===== config.mk =====
export PLATFORM = sky130hd
export DESIGN_NAME = id_ex_reg
export DESIGN_NICKNAME = d
export VERILOG_FILES = /design/src/rtl/parameter_define.sv /design/src/rtl/hazard_detect.sv /design/src/rtl/id_ex_reg.sv
export SDC_FILE = /design/constraint.sdc
export NUM_CORES = 1
export LEC_CHECK = 0
export CORE_AREA = 2 2 157 159
export DETAILED_ROUTE_END_ITERATION = 12
export DIE_AREA = 0 0 159 161
export PLACE_DENSITY = 0.73
export SLEW_MARGIN = 5
export SYNTH_ARGS = -nofsm -noshare
export SYNTH_HDL_FRONTEND = slang
export SYNTH_HIERARCHICAL = 1
export SYNTH_SLANG_ARGS = --single-unit

===== constraint.sdc =====
create_clock -name clk -period 14 [get_ports clk]
set_clock_uncertainty 0.05 [all_clocks]
set_input_delay 4.2 -clock clk [delete_from_list [all_inputs] [get_ports clk]]
set_output_delay 4.2 -clock clk [all_outputs]
set_load 0.02 [all_outputs]

===== src/rtl/parameter_define.sv =====
// Shared pipeline encodings and the NOP control bundle for the ID/EX boundary.
package parameter_define;

  typedef enum logic [1:0] {MNONE = 2'b00, READ = 2'b01, WRITE = 2'b10} mem_rw_e;
  typedef enum logic [2:0] {BNONE = 3'b000, BEQ = 3'b001, BNE = 3'b010, BLT = 3'b011,
                            BGE = 3'b100, BLTU = 3'b101, BGEU = 3'b110} br_e;
  typedef enum logic [4:0] {ADD = 5'd0, SUB = 5'd1, AND_OP = 5'd2, OR_OP = 5'd3,
                            XOR_OP = 5'd4, SLL = 5'd5, SRL = 5'd6, SRA = 5'd7} alu_e;
  typedef enum logic [2:0] {BYTE = 3'b000, HALF = 3'b001, WORD = 3'b010,
                            BYTEU = 3'b100, HALFU = 3'b101} mem_size_e;

  typedef struct packed {
    alu_e       alucrl;
    logic       jump;
    logic       RegWrite;
    mem_rw_e    MemReWr;
    mem_size_e  MemWHB;
    logic       alu_res_pc4;
    br_e        Branctrl;
    logic [1:0] alu_val1_type;
    logic [1:0] alu_val2_type;
    logic [2:0] Imm_Sel;
    logic       CSR_sel;
  } ctrl_t;

  localparam ctrl_t NOP_CTRL = '{
    alucrl: ADD, jump: 1'b0, RegWrite: 1'b0, MemReWr: MNONE, MemWHB: WORD,
    alu_res_pc4: 1'b0, Branctrl: BNONE, alu_val1_type: 2'b00, alu_val2_type: 2'b00,
    Imm_Sel: 3'b000, CSR_sel: 1'b0
  };

endpackage


===== src/rtl/hazard_detect.sv =====
// Load-use hazard: the load in EX writes a register the ID instruction reads.
module hazard_detect
  import parameter_define::*;
(
  input  logic       ex_valid_i,
  input  mem_rw_e    ex_mem_rw_i,
  input  logic [4:0] ex_rd_i,
  input  logic       id_valid_i,
  input  logic [4:0] id_rs1_i,
  input  logic [4:0] id_rs2_i,
  output logic       hazard_o
);

  assign hazard_o = ex_valid_i && (ex_mem_rw_i == READ) && (ex_rd_i != 5'd0) && id_valid_i &&
                    ((ex_rd_i == id_rs1_i) || (ex_rd_i == id_rs2_i));

endmodule


===== src/rtl/id_ex_reg.sv =====
// ID/EX pipeline register with flush, EX stall, load-use bubble insertion and
// bubble/flush performance counters.
module id_ex_reg
  import parameter_define::*;
#(
  parameter int XLEN = 32
) (
  input  logic            clk,
  input  logic            rst,
  input  logic            id_valid,
  input  logic [XLEN-1:0] id_pc,
  input  logic [XLEN-1:0] id_rs1_data,
  input  logic [XLEN-1:0] id_rs2_data,
  input  logic [XLEN-1:0] id_imm,
  input  logic [4:0]      id_rs1,
  input  logic [4:0]      id_rs2,
  input  logic [4:0]      id_rd,
  input  logic [4:0]      id_alucrl,
  input  logic            id_jump,
  input  logic            id_RegWrite,
  input  logic [1:0]      id_MemReWr,
  input  logic [2:0]      id_MemWHB,
  input  logic            id_alu_res_pc4,
  input  logic [2:0]      id_Branctrl,
  input  logic [1:0]      id_alu_val1_type,
  input  logic [1:0]      id_alu_val2_type,
  input  logic [2:0]      id_Imm_Sel,
  input  logic            id_CSR_sel,
  input  logic            flush,
  input  logic            ex_stall,
  output logic            ex_valid,
  output logic [XLEN-1:0] ex_pc,
  output logic [XLEN-1:0] ex_rs1_data,
  output logic [XLEN-1:0] ex_rs2_data,
  output logic [XLEN-1:0] ex_imm,
  output logic [4:0]      ex_rs1,
  output logic [4:0]      ex_rs2,
  output logic [4:0]      ex_rd,
  output logic [4:0]      ex_alucrl,
  output logic            ex_jump,
  output logic            ex_RegWrite,
  output logic [1:0]      ex_MemReWr,
  output logic [2:0]      ex_MemWHB,
  output logic            ex_alu_res_pc4,
  output logic [2:0]      ex_Branctrl,
  output logic [1:0]      ex_alu_val1_type,
  output logic [1:0]      ex_alu_val2_type,
  output logic [2:0]      ex_Imm_Sel,
  output logic            ex_CSR_sel,
  output logic            id_stall,
  output logic [31:0]     bubble_cnt,
  output logic [31:0]     flush_cnt
);

  logic            valid_q, valid_d;
  logic [XLEN-1:0] pc_q, pc_d, rs1_data_q, rs1_data_d, rs2_data_q, rs2_data_d, imm_q, imm_d;
  logic [4:0]      rs1_q, rs1_d, rs2_q, rs2_d, rd_q, rd_d;
  ctrl_t           ctrl_q, ctrl_d, id_ctrl;
  logic [31:0]     bubble_q, bubble_d, flush_q, flush_d;
  logic            hazard;

  assign id_ctrl = '{
    alucrl: alu_e'(id_alucrl), jump: id_jump, RegWrite: id_RegWrite,
    MemReWr: mem_rw_e'(id_MemReWr), MemWHB: mem_size_e'(id_MemWHB),
    alu_res_pc4: id_alu_res_pc4, Branctrl: br_e'(id_Branctrl),
    alu_val1_type: id_alu_val1_type, alu_val2_type: id_alu_val2_type,
    Imm_Sel: id_Imm_Sel, CSR_sel: id_CSR_sel
  };

  hazard_detect u_hazard_detect (
    .ex_valid_i  (valid_q),
    .ex_mem_rw_i (ctrl_q.MemReWr),
    .ex_rd_i     (rd_q),
    .id_valid_i  (id_valid),
    .id_rs1_i    (id_rs1),
    .id_rs2_i    (id_rs2),
    .hazard_o    (hazard)
  );

  // rst gate keeps id_stall low while an ex_stall is still asserted during reset
  assign id_stall = !rst && !flush && (ex_stall || hazard);

  always_comb begin
    valid_d    = valid_q;
    pc_d       = pc_q;
    rs1_data_d = rs1_data_q;
    rs2_data_d = rs2_data_q;
    imm_d      = imm_q;
    rs1_d      = rs1_q;
    rs2_d      = rs2_q;
    rd_d       = rd_q;
    ctrl_d     = ctrl_q;
    bubble_d   = bubble_q;
    flush_d    = flush_q;
    if (flush || (!ex_stall && (hazard || !id_valid))) begin
      valid_d    = 1'b0;
      pc_d       = '0;
      rs1_data_d = '0;
      rs2_data_d = '0;
      imm_d      = '0;
      rs1_d      = '0;
      rs2_d      = '0;
      rd_d       = '0;
      ctrl_d     = NOP_CTRL;
      if (flush)       flush_d  = flush_q + 32'd1;
      else if (hazard) bubble_d = bubble_q + 32'd1;
    end else if (!ex_stall) begin
      valid_d    = 1'b1;
      pc_d       = id_pc;
      rs1_data_d = id_rs1_data;
      rs2_data_d = id_rs2_data;
      imm_d      = id_imm;
      rs1_d      = id_rs1;
      rs2_d      = id_rs2;
      rd_d       = id_rd;
      ctrl_d     = id_ctrl;
    end
  end

  always_ff @(posedge clk or posedge rst) begin
    if (rst) begin
      valid_q    <= 1'b0;
      pc_q       <= '0;
      rs1_data_q <= '0;
      rs2_data_q <= '0;
      imm_q      <= '0;
      rs1_q      <= '0;
      rs2_q      <= '0;
      rd_q       <= '0;
      ctrl_q     <= NOP_CTRL;
      bubble_q   <= '0;
      flush_q    <= '0;
    end else begin
      valid_q    <= valid_d;
      pc_q       <= pc_d;
      rs1_data_q <= rs1_data_d;
      rs2_data_q <= rs2_data_d;
      imm_q      <= imm_d;
      rs1_q      <= rs1_d;
      rs2_q      <= rs2_d;
      rd_q       <= rd_d;
      ctrl_q     <= ctrl_d;
      bubble_q   <= bubble_d;
      flush_q    <= flush_d;
    end
  end

  assign ex_valid         = valid_q;
  assign ex_pc            = pc_q;
  assign ex_rs1_data      = rs1_data_q;
  assign ex_rs2_data      = rs2_data_q;
  assign ex_imm           = imm_q;
  assign ex_rs1           = rs1_q;
  assign ex_rs2           = rs2_q;
  assign ex_rd            = rd_q;
  assign ex_alucrl        = ctrl_q.alucrl;
  assign ex_jump          = ctrl_q.jump;
  assign ex_RegWrite      = ctrl_q.RegWrite;
  assign ex_MemReWr       = ctrl_q.MemReWr;
  assign ex_MemWHB        = ctrl_q.MemWHB;
  assign ex_alu_res_pc4   = ctrl_q.alu_res_pc4;
  assign ex_Branctrl      = ctrl_q.Branctrl;
  assign ex_alu_val1_type = ctrl_q.alu_val1_type;
  assign ex_alu_val2_type = ctrl_q.alu_val2_type;
  assign ex_Imm_Sel       = ctrl_q.Imm_Sel;
  assign ex_CSR_sel       = ctrl_q.CSR_sel;
  assign bubble_cnt       = bubble_q;
  assign flush_cnt        = flush_q;

endmodule


==> impl_metrics.csv, run 1 <==
group,metric,value,unit
die,core_area,0.0240,mm²
die,start_util,36.9,%
critical_path,r2r_cells,9,
die,design.portCount,405,
clock_network,cts_sinks,232,
sta,setup_viol,0,
critical_path,crit_type,"in -> out",
logic_synthesis,synthMuxAreaShare,0.255,%
clock_network,clock_latency,0.53,ns
min_path,hold_path_class,"reg -> reg",
power,cellPowerDensity,119,mW/mm²
logic_synthesis,synth_area,0.00885,mm²
cells_and_area,syn_to_final_growth,60.1,%
logic_synthesis,synth-simple-area-share,7.88,%
route,drt_iter0_drc,358,
cells_and_area,final_cell_mix,"clkdlybuf4s50_1 (404), dfrtp_1 (231), a22o_1 (166)",
logic_synthesis,yosys_warnings,6,
die,die_y,161,µm
clock_network,ctsHoldBuffers,0,
route,drtAntennaViolNets,0,
die,die_w,159,µm
critical_path,reg2reg_from,"ex_rd[2]$_DFFE_PP0P_",
clock_network,cts.path.max_buffers,3,
placement,placed_area,0.0132,mm²
route,firstDrtPassIters,5,
global_route,gr-usage-all-layers,21.3,%
logic_synthesis,ys_seq_elements,232,
clock_network,cts_root_buf,"clkbuf_16",
critical_path,crit_end,"id_stall",
sta,slew_viol_final,0,
cells_and_area,num-fill-cells,1979,
logic_synthesis,avgSynthCellArea,13.7,µm²
logic_synthesis,synth.area.top_cells,"dfrtp_1 (65%), a22o_1 (16%), xnor2_1 (5.3%)",
clock_network,cts_max_level,1,
logic_synthesis,synth_top_area_cell,"dfrtp_1",
critical_path,cp.required,9.75,ns
cells_and_area,finalNetCount,1218,
critical_path,critical_path_arrival,6.80,ns
logic_synthesis,synthFlopType,"dfrtp_1",
cells_and_area,final_common_cell,"clkdlybuf4s50_1",
global_route,grt_pass1_wl,43.2,mm
clock_network,clk_pin_slew,0.06,ns
critical_path,crit_path_start,"id_rs1[2]",
critical_path,start_kind,"input port",
clock_network,cts_made_buffers,26,
logic_synthesis,synth-edff-count,0,
sta,fin_crit_sh,78.9,%
sta,fin_setup_tns,0,ns
logic_synthesis,syn_inst,645,
critical_path,cp-end-kind,"output pin",
global_route,grt_antenna_before_repair,1,
logic_synthesis,syn_nets,819,
sta,maxSlewHeadroom,25.6,%
logic_synthesis,synth_top_family_by_area,"compound AO/OA/AOI/OAI gates",
route,drt_wl_total,28.2,mm
critical_path,rrSetupSlack,10.09,ns
route,vias_per_cell,5.10,
logic_synthesis,synthArstFlopShare,100,%
placement,dpl.hpwl,20.0,mm
logic_synthesis,yosys.area_share.xor_xnor,7.13,%
power,p_leak,0.00621,µW
die,design.die.area,0.0256,mm²
clock_network,cts-resized-gates,0,
route,vias,7090,
sta,max_clock_freq,90.5,MHz
global_route,grt_start_max_net_pins,102,
clock_network,post_cts_buffers,0,
sta,rsz0062_at_grt,"no",
critical_path,worst-path-max-fanout,4,
global_route,grt_overflow,0,
critical_path,reg2reg_to,"bubble_cnt[28]$_DFFE_PP0P_",
clock_network,cts_tree,"done",
sta,timing.final.hold_violations,0,
route,wire_per_inst,20.3,µm
run,cap_viol_max_count,0,
sta,worst_slew_pin_slew,1.12,ns
power,peakVddDrop,0.0736,mV
logic_synthesis,synth_top_area_share,65.3,%
run_status,status,"complete, no violations",
logic_synthesis,ys_seq_area_share,65.6,%
placement,portBuffers,404,
route,drc,0,
cells_and_area,design_area,0.0142,mm²
placement,routabilityCongestion,0.813,
logic_synthesis,synth_compound_area_share,16.8,%
die,rows,57,
cells_and_area,drive_gt1_share,6.02,%
sta,min_period,11.05,ns
logic_synthesis,synth_cell_type_count,34,
global_route,grt_pass1_vias,7417,
logic_synthesis,synthAdderAreaFrac,0.283,%
==> state kept, by name, summed over array words and instances, names as in the netlist, 2 cells and up <==
| register | cells |
|---|---|
| ex_alucrl | 5 |
| ex_Imm_Sel | 3 |
| ex_rs2_data | 32 |
| ex_rd | 5 |
| ex_imm | 32 |
| ex_MemWHB | 3 |
| bubble_cnt | 32 |
| ex_rs1_data | 32 |
| flush_cnt | 32 |
| ex_rs2 | 5 |
| ex_rs1 | 5 |
| ex_alu_val1_type | 2 |
| ex_MemReWr | 2 |
| ex_alu_val2_type | 2 |
| ex_pc | 32 |
| ex_Branctrl | 3 |
==> Yosys cell counts, types with 2 or more instances <==
cell,n
buf_1,2
nand2_1,26
ha_1,2
xnor2_1,54
nor4_1,3
nand4_1,20
nand3_1,24
nor3_1,8
dfrtp_1,231
xor2_1,18
or2_2,2
nor2_1,14
clkbuf_1,35
and3_1,6
inv_1,7
mux2_2,2
a22o_1,166
and4_1,9
==> cells by family (layout without fill, tap and decap cells) <==
group	after synthesis	count (layout)
compound gates	169	169
fa+ha+maj	2	2
buf+inv	46	465
other cells	0	1
flops	232	232
xor+xnor	72	72
mux	2	2
simple gates	122	122
==> through the flow <==
step                      setup slack [ns]  hold WS, ns  instances  total power (µW)  util [%]
final                                 2.95        0.429       1389              1690      59.1
after floorplan                       3.39        0.464        645               823         -
after CTS                             2.89        0.430       1388              1700      59.1
after global placement                2.86        0.411       1340               953      55.1
after detailed placement              2.90        0.422       1340               955      55.1
after global routing                  2.76        0.449       1389              1750      59.1
==> worst min-delay path by stage <==
stage | slack (ns) | start | depth (start not counted) | endpoint
6_report | 0.43 | flush_cnt[31]$_DFFE_PP0P_ | 1 | flush_cnt[31]$_DFFE_PP0P_
5_1_grt | 0.45 | ex_MemWHB[1]$_DFFE_PP1P_ | 2 | ex_MemWHB[1]$_DFFE_PP1P_
4_1_cts | 0.43 | flush_cnt[31]$_DFFE_PP0P_ | 1 | flush_cnt[31]$_DFFE_PP0P_
3_5_place_dp | 0.42 | flush_cnt[31]$_DFFE_PP0P_ | 1 | flush_cnt[31]$_DFFE_PP0P_
3_3_place_gp | 0.41 | bubble_cnt[31]$_DFFE_PP0P_ | 1 | bubble_cnt[31]$_DFFE_PP0P_
2_1_floorplan | 0.46 | ex_MemWHB[1]$_DFFE_PP1P_ | 2 | ex_MemWHB[1]$_DFFE_PP1P_
==> report_power, final <==
part	internal [µW]	total (µW)	switching, µW
clock	466	742	276
combinational	114	216	102
sequential	699	727	28.6
==> worst max-delay path: stages <==
cell and delay [ns]:
clkdlybuf4s50_1 0.43, xor2_1 0.17, nor3_1 0.49, nand3_1 0.17, a221oi_2 0.45, nor2_1 0.10, nor3_1 0.15, clkdlybuf4s50_1 0.63
==> layer usage <==
layer	global-route usage [%]	routed length, µm	up-vias
li1	-	-	3200
met1	26.1	11100	3509
met2	36.2	13800	322
met3	6.24	2310	59
met4	7.11	886	0
met5	0	0	-
==> final cells by class <==
class | count | area (µm²) | share of cell area (%)
diodes | 1 | 2.50 | 0.0177
clock buffers | 35 | 746 | 5.27
clock inverters | 13 | 205 | 1.45
inverters | 7 | 33.8 | 0.239
multi-input cells | 367 | 2880 | 20.3
flip-flops and latches | 232 | 5810 | 41.0
well taps | 324 | 405 | 2.86
repair buffers | 410 | 4090 | 28.9
No activity file was read; power rests on OpenSTA's default activity.
==> inputs of run 2 (changes only) <==
--- a/config.mk
+++ b/config.mk
@@ -5,10 +5,10 @@
 export SDC_FILE = /design/constraint.sdc
 export NUM_CORES = 1
 export LEC_CHECK = 0
-export CORE_AREA = 2 2 157 159
+export CORE_AREA = 2 2 156 158
 export DETAILED_ROUTE_END_ITERATION = 12
-export DIE_AREA = 0 0 159 161
-export PLACE_DENSITY = 0.73
+export DIE_AREA = 0 0 158 160
+export PLACE_DENSITY = 0.77
 export SLEW_MARGIN = 5
 export SYNTH_ARGS = -nofsm -noshare
 export SYNTH_HDL_FRONTEND = slang
==> constraint.sdc (replaced) <==
create_clock -name clk -period 10.1 [get_ports clk]
set_clock_uncertainty 0.05 [all_clocks]
set_input_delay 3.03 -clock clk [delete_from_list [all_inputs] [get_ports clk]]
set_output_delay 3.03 -clock clk [all_outputs]
set_load 0.02 [all_outputs]
==> run 2 against run 1 <==
Wire length fell by 1.3%. Worst setup slack got worse by 1.5 ns. Largest power group is now registers. Total power rose by 33%. Clock power rose by 25%. Highest routed layer unchanged. Hold slack got worse by 0.0039 ns.
==> impl_metrics.csv, run 2 (synthesis results as in run 1) <==
group,metric,value,unit
cells_and_area,syn_to_final_growth,59.3,%
placement,placed_area,0.0132,mm²
route,vias_per_cell,5.03,
critical_path,start_kind,"input port",
cells_and_area,drive_gt1_share,6.10,%
cells_and_area,finalNetCount,1220,
die,design.portCount,405,
clock_network,clk_pin_slew,0.06,ns
route,vias,7011,
placement,routabilityCongestion,0.892,
power,peakVddDrop,0.0898,mV
global_route,grt_pass1_wl,42.0,mm
die,design.die.area,0.0253,mm²
power,p_leak,0.00618,µW
sta,fin_crit_sh,85.9,%
clock_network,cts-resized-gates,0,
critical_path,path_delay_family,"buffers and inverters",
sta,slew_viol_final,0,
clock_network,ctsHoldBuffers,0,
route,drt_wl_total,27.8,mm
critical_path,max_stage_delay,0.63,ns
route,wire_per_inst,19.9,µm
die,die_w,158,µm
clock_network,cts_made_buffers,26,
route,firstDrtPassIters,4,
sta,setup_viol,0,
critical_path,cp-end-kind,"output pin",
global_route,grt_pass1_vias,7311,
die,start_util,37.1,%
run_status,status,"complete, no violations",
clock_network,cts_sinks,232,
route,drtAntennaViolNets,0,
critical_path,cp.required,7.02,ns
sta,worst_slew_pin_slew,0.887,ns
cells_and_area,final_core_util,59.2,%
placement,dpl.hpwl,20.0,mm
global_route,grt_overflow,0,
route,drc,0,
route,drt_iter0_drc,332,
sta,max_clock_freq,115,MHz
cells_and_area,final_cell_mix,"clkdlybuf4s50_1 (404), dfrtp_1 (231), a22o_1 (166)",
power,cellPowerDensity,159,mW/mm²
sta,maxSlewHeadroom,40.3,%
clock_network,cts.path.max_buffers,3,
sta,fin_setup_tns,0,ns
power,power,2240,µW
clock_network,cts_root_buf,"clkbuf_16",
min_path,hold_path_class,"reg -> reg",
critical_path,slowest_stage,"clkdlybuf4s50_1",
global_route,grt_antenna_before_repair,3,
die,die_y,160,µm
run,cap_viol_max_count,0,
critical_path,crit_path_cell_trace,"clkdlybuf4s50_1, xor2_1, nor3_1, nand3_1, a221oi_2, nor2_1, nor3_1, clkdlybuf4s50_1",
global_route,grt_start_max_net_pins,128,
critical_path,worst-path-max-fanout,4,
clock_network,post_cts_buffers,0,
clock_network,clock_latency,0.52,ns
critical_path,critical_path_arrival,5.59,ns
clock_network,cts_tree,"done",
sta,min_period,8.67,ns
cells_and_area,num-fill-cells,1975,
cells_and_area,final_common_cell,"clkdlybuf4s50_1",
sta,rsz0062_at_grt,"no",
clock_network,cts_max_level,1,
critical_path,crit_type,"in -> out",
critical_path,cp_num_buf_inv,2,
placement,portBuffers,404,
die,rows,57,
global_route,gr-usage-all-layers,21.3,%
die,core_area,0.0238,mm²
cells_and_area,design_area,0.0141,mm²
sta,timing.final.hold_violations,0,
## run 2: changes by cell type in the layout (fill, tap and decap cells not counted), sizes merged
cell,delta
bufinv,-4
buf,+2
clkinvlp,-1
clkbuf,+3
clkinv,+1
inv,+1
diode,+2
## run 2: path summary, 6_finish.rpt
path | depth (start not counted) | end | slack [ns] | from
min in group asynchronous | 2 | bubble_cnt[0]$_DFFE_PP0P_ | 3.07 | rst
worst max register to register | 9 | bubble_cnt[28]$_DFFE_PP0P_ | 6.33 | ex_rd[1]$_DFFE_PP0P_
worst max-delay path | 8 | id_stall | 1.43 | id_rs2[1]
worst min-delay path | 1 | bubble_cnt[31]$_DFFE_PP0P_ | 0.43 | bubble_cnt[31]$_DFFE_PP0P_
max in group asynchronous | 3 | ex_pc[6]$_DFFE_PP0P_ | 5.69 | rst
worst min register to register | 1 | bubble_cnt[31]$_DFFE_PP0P_ | 0.43 | bubble_cnt[31]$_DFFE_PP0P_
## run 2: per-stage QoR
| step | hold slack (ns) | worst slack [ns] | instances |
|---|---|---|---|
| 6_report | 0.425 | 1.43 | 1393 |
| 3_3_place_gp | 0.415 | 1.32 | 1342 |
| 2_1_floorplan | 0.464 | 0.660 | 645 |
| 3_5_place_dp | 0.420 | 1.34 | 1342 |
| 4_1_cts | 0.429 | 1.33 | 1390 |
| 5_1_grt | 0.441 | 1.23 | 1393 |
## run 2: final cells by class
class / count / area [µm²] / share of cell area [%]
well taps: 324 / 405 / 2.88
multi-input cells: 367 / 2880 / 20.4
clock buffers: 38 / 777 / 5.51
clock inverters: 10 / 83.8 / 0.595
inverters: 7 / 33.8 / 0.240
repair buffers: 412 / 4100 / 29.1
flip-flops and latches: 232 / 5810 / 41.2
diodes: 3 / 7.51 / 0.0533
## run 2: power breakdown
group	total, µW	leakage, µW	internal, µW	switching [µW]
sequential	1010	0.00315	969	37.7
clock	931	0.000424	559	372
combinational	300	0.00261	158	142
total	2240	0.00618	1690	552
## run 2: routing by layer
metal | up-vias | routed length, µm | share of wire, % | track usage [%]
li1 | 3206 | - | - | -
met1 | 3440 | 10500 | 38 | 24.8
met2 | 311 | 13800 | 50 | 36.9
met3 | 54 | 2610 | 9.4 | 6.46
met4 | 0 | 882 | 3.2 | 8.07
met5 | - | 0 | 0 | 0
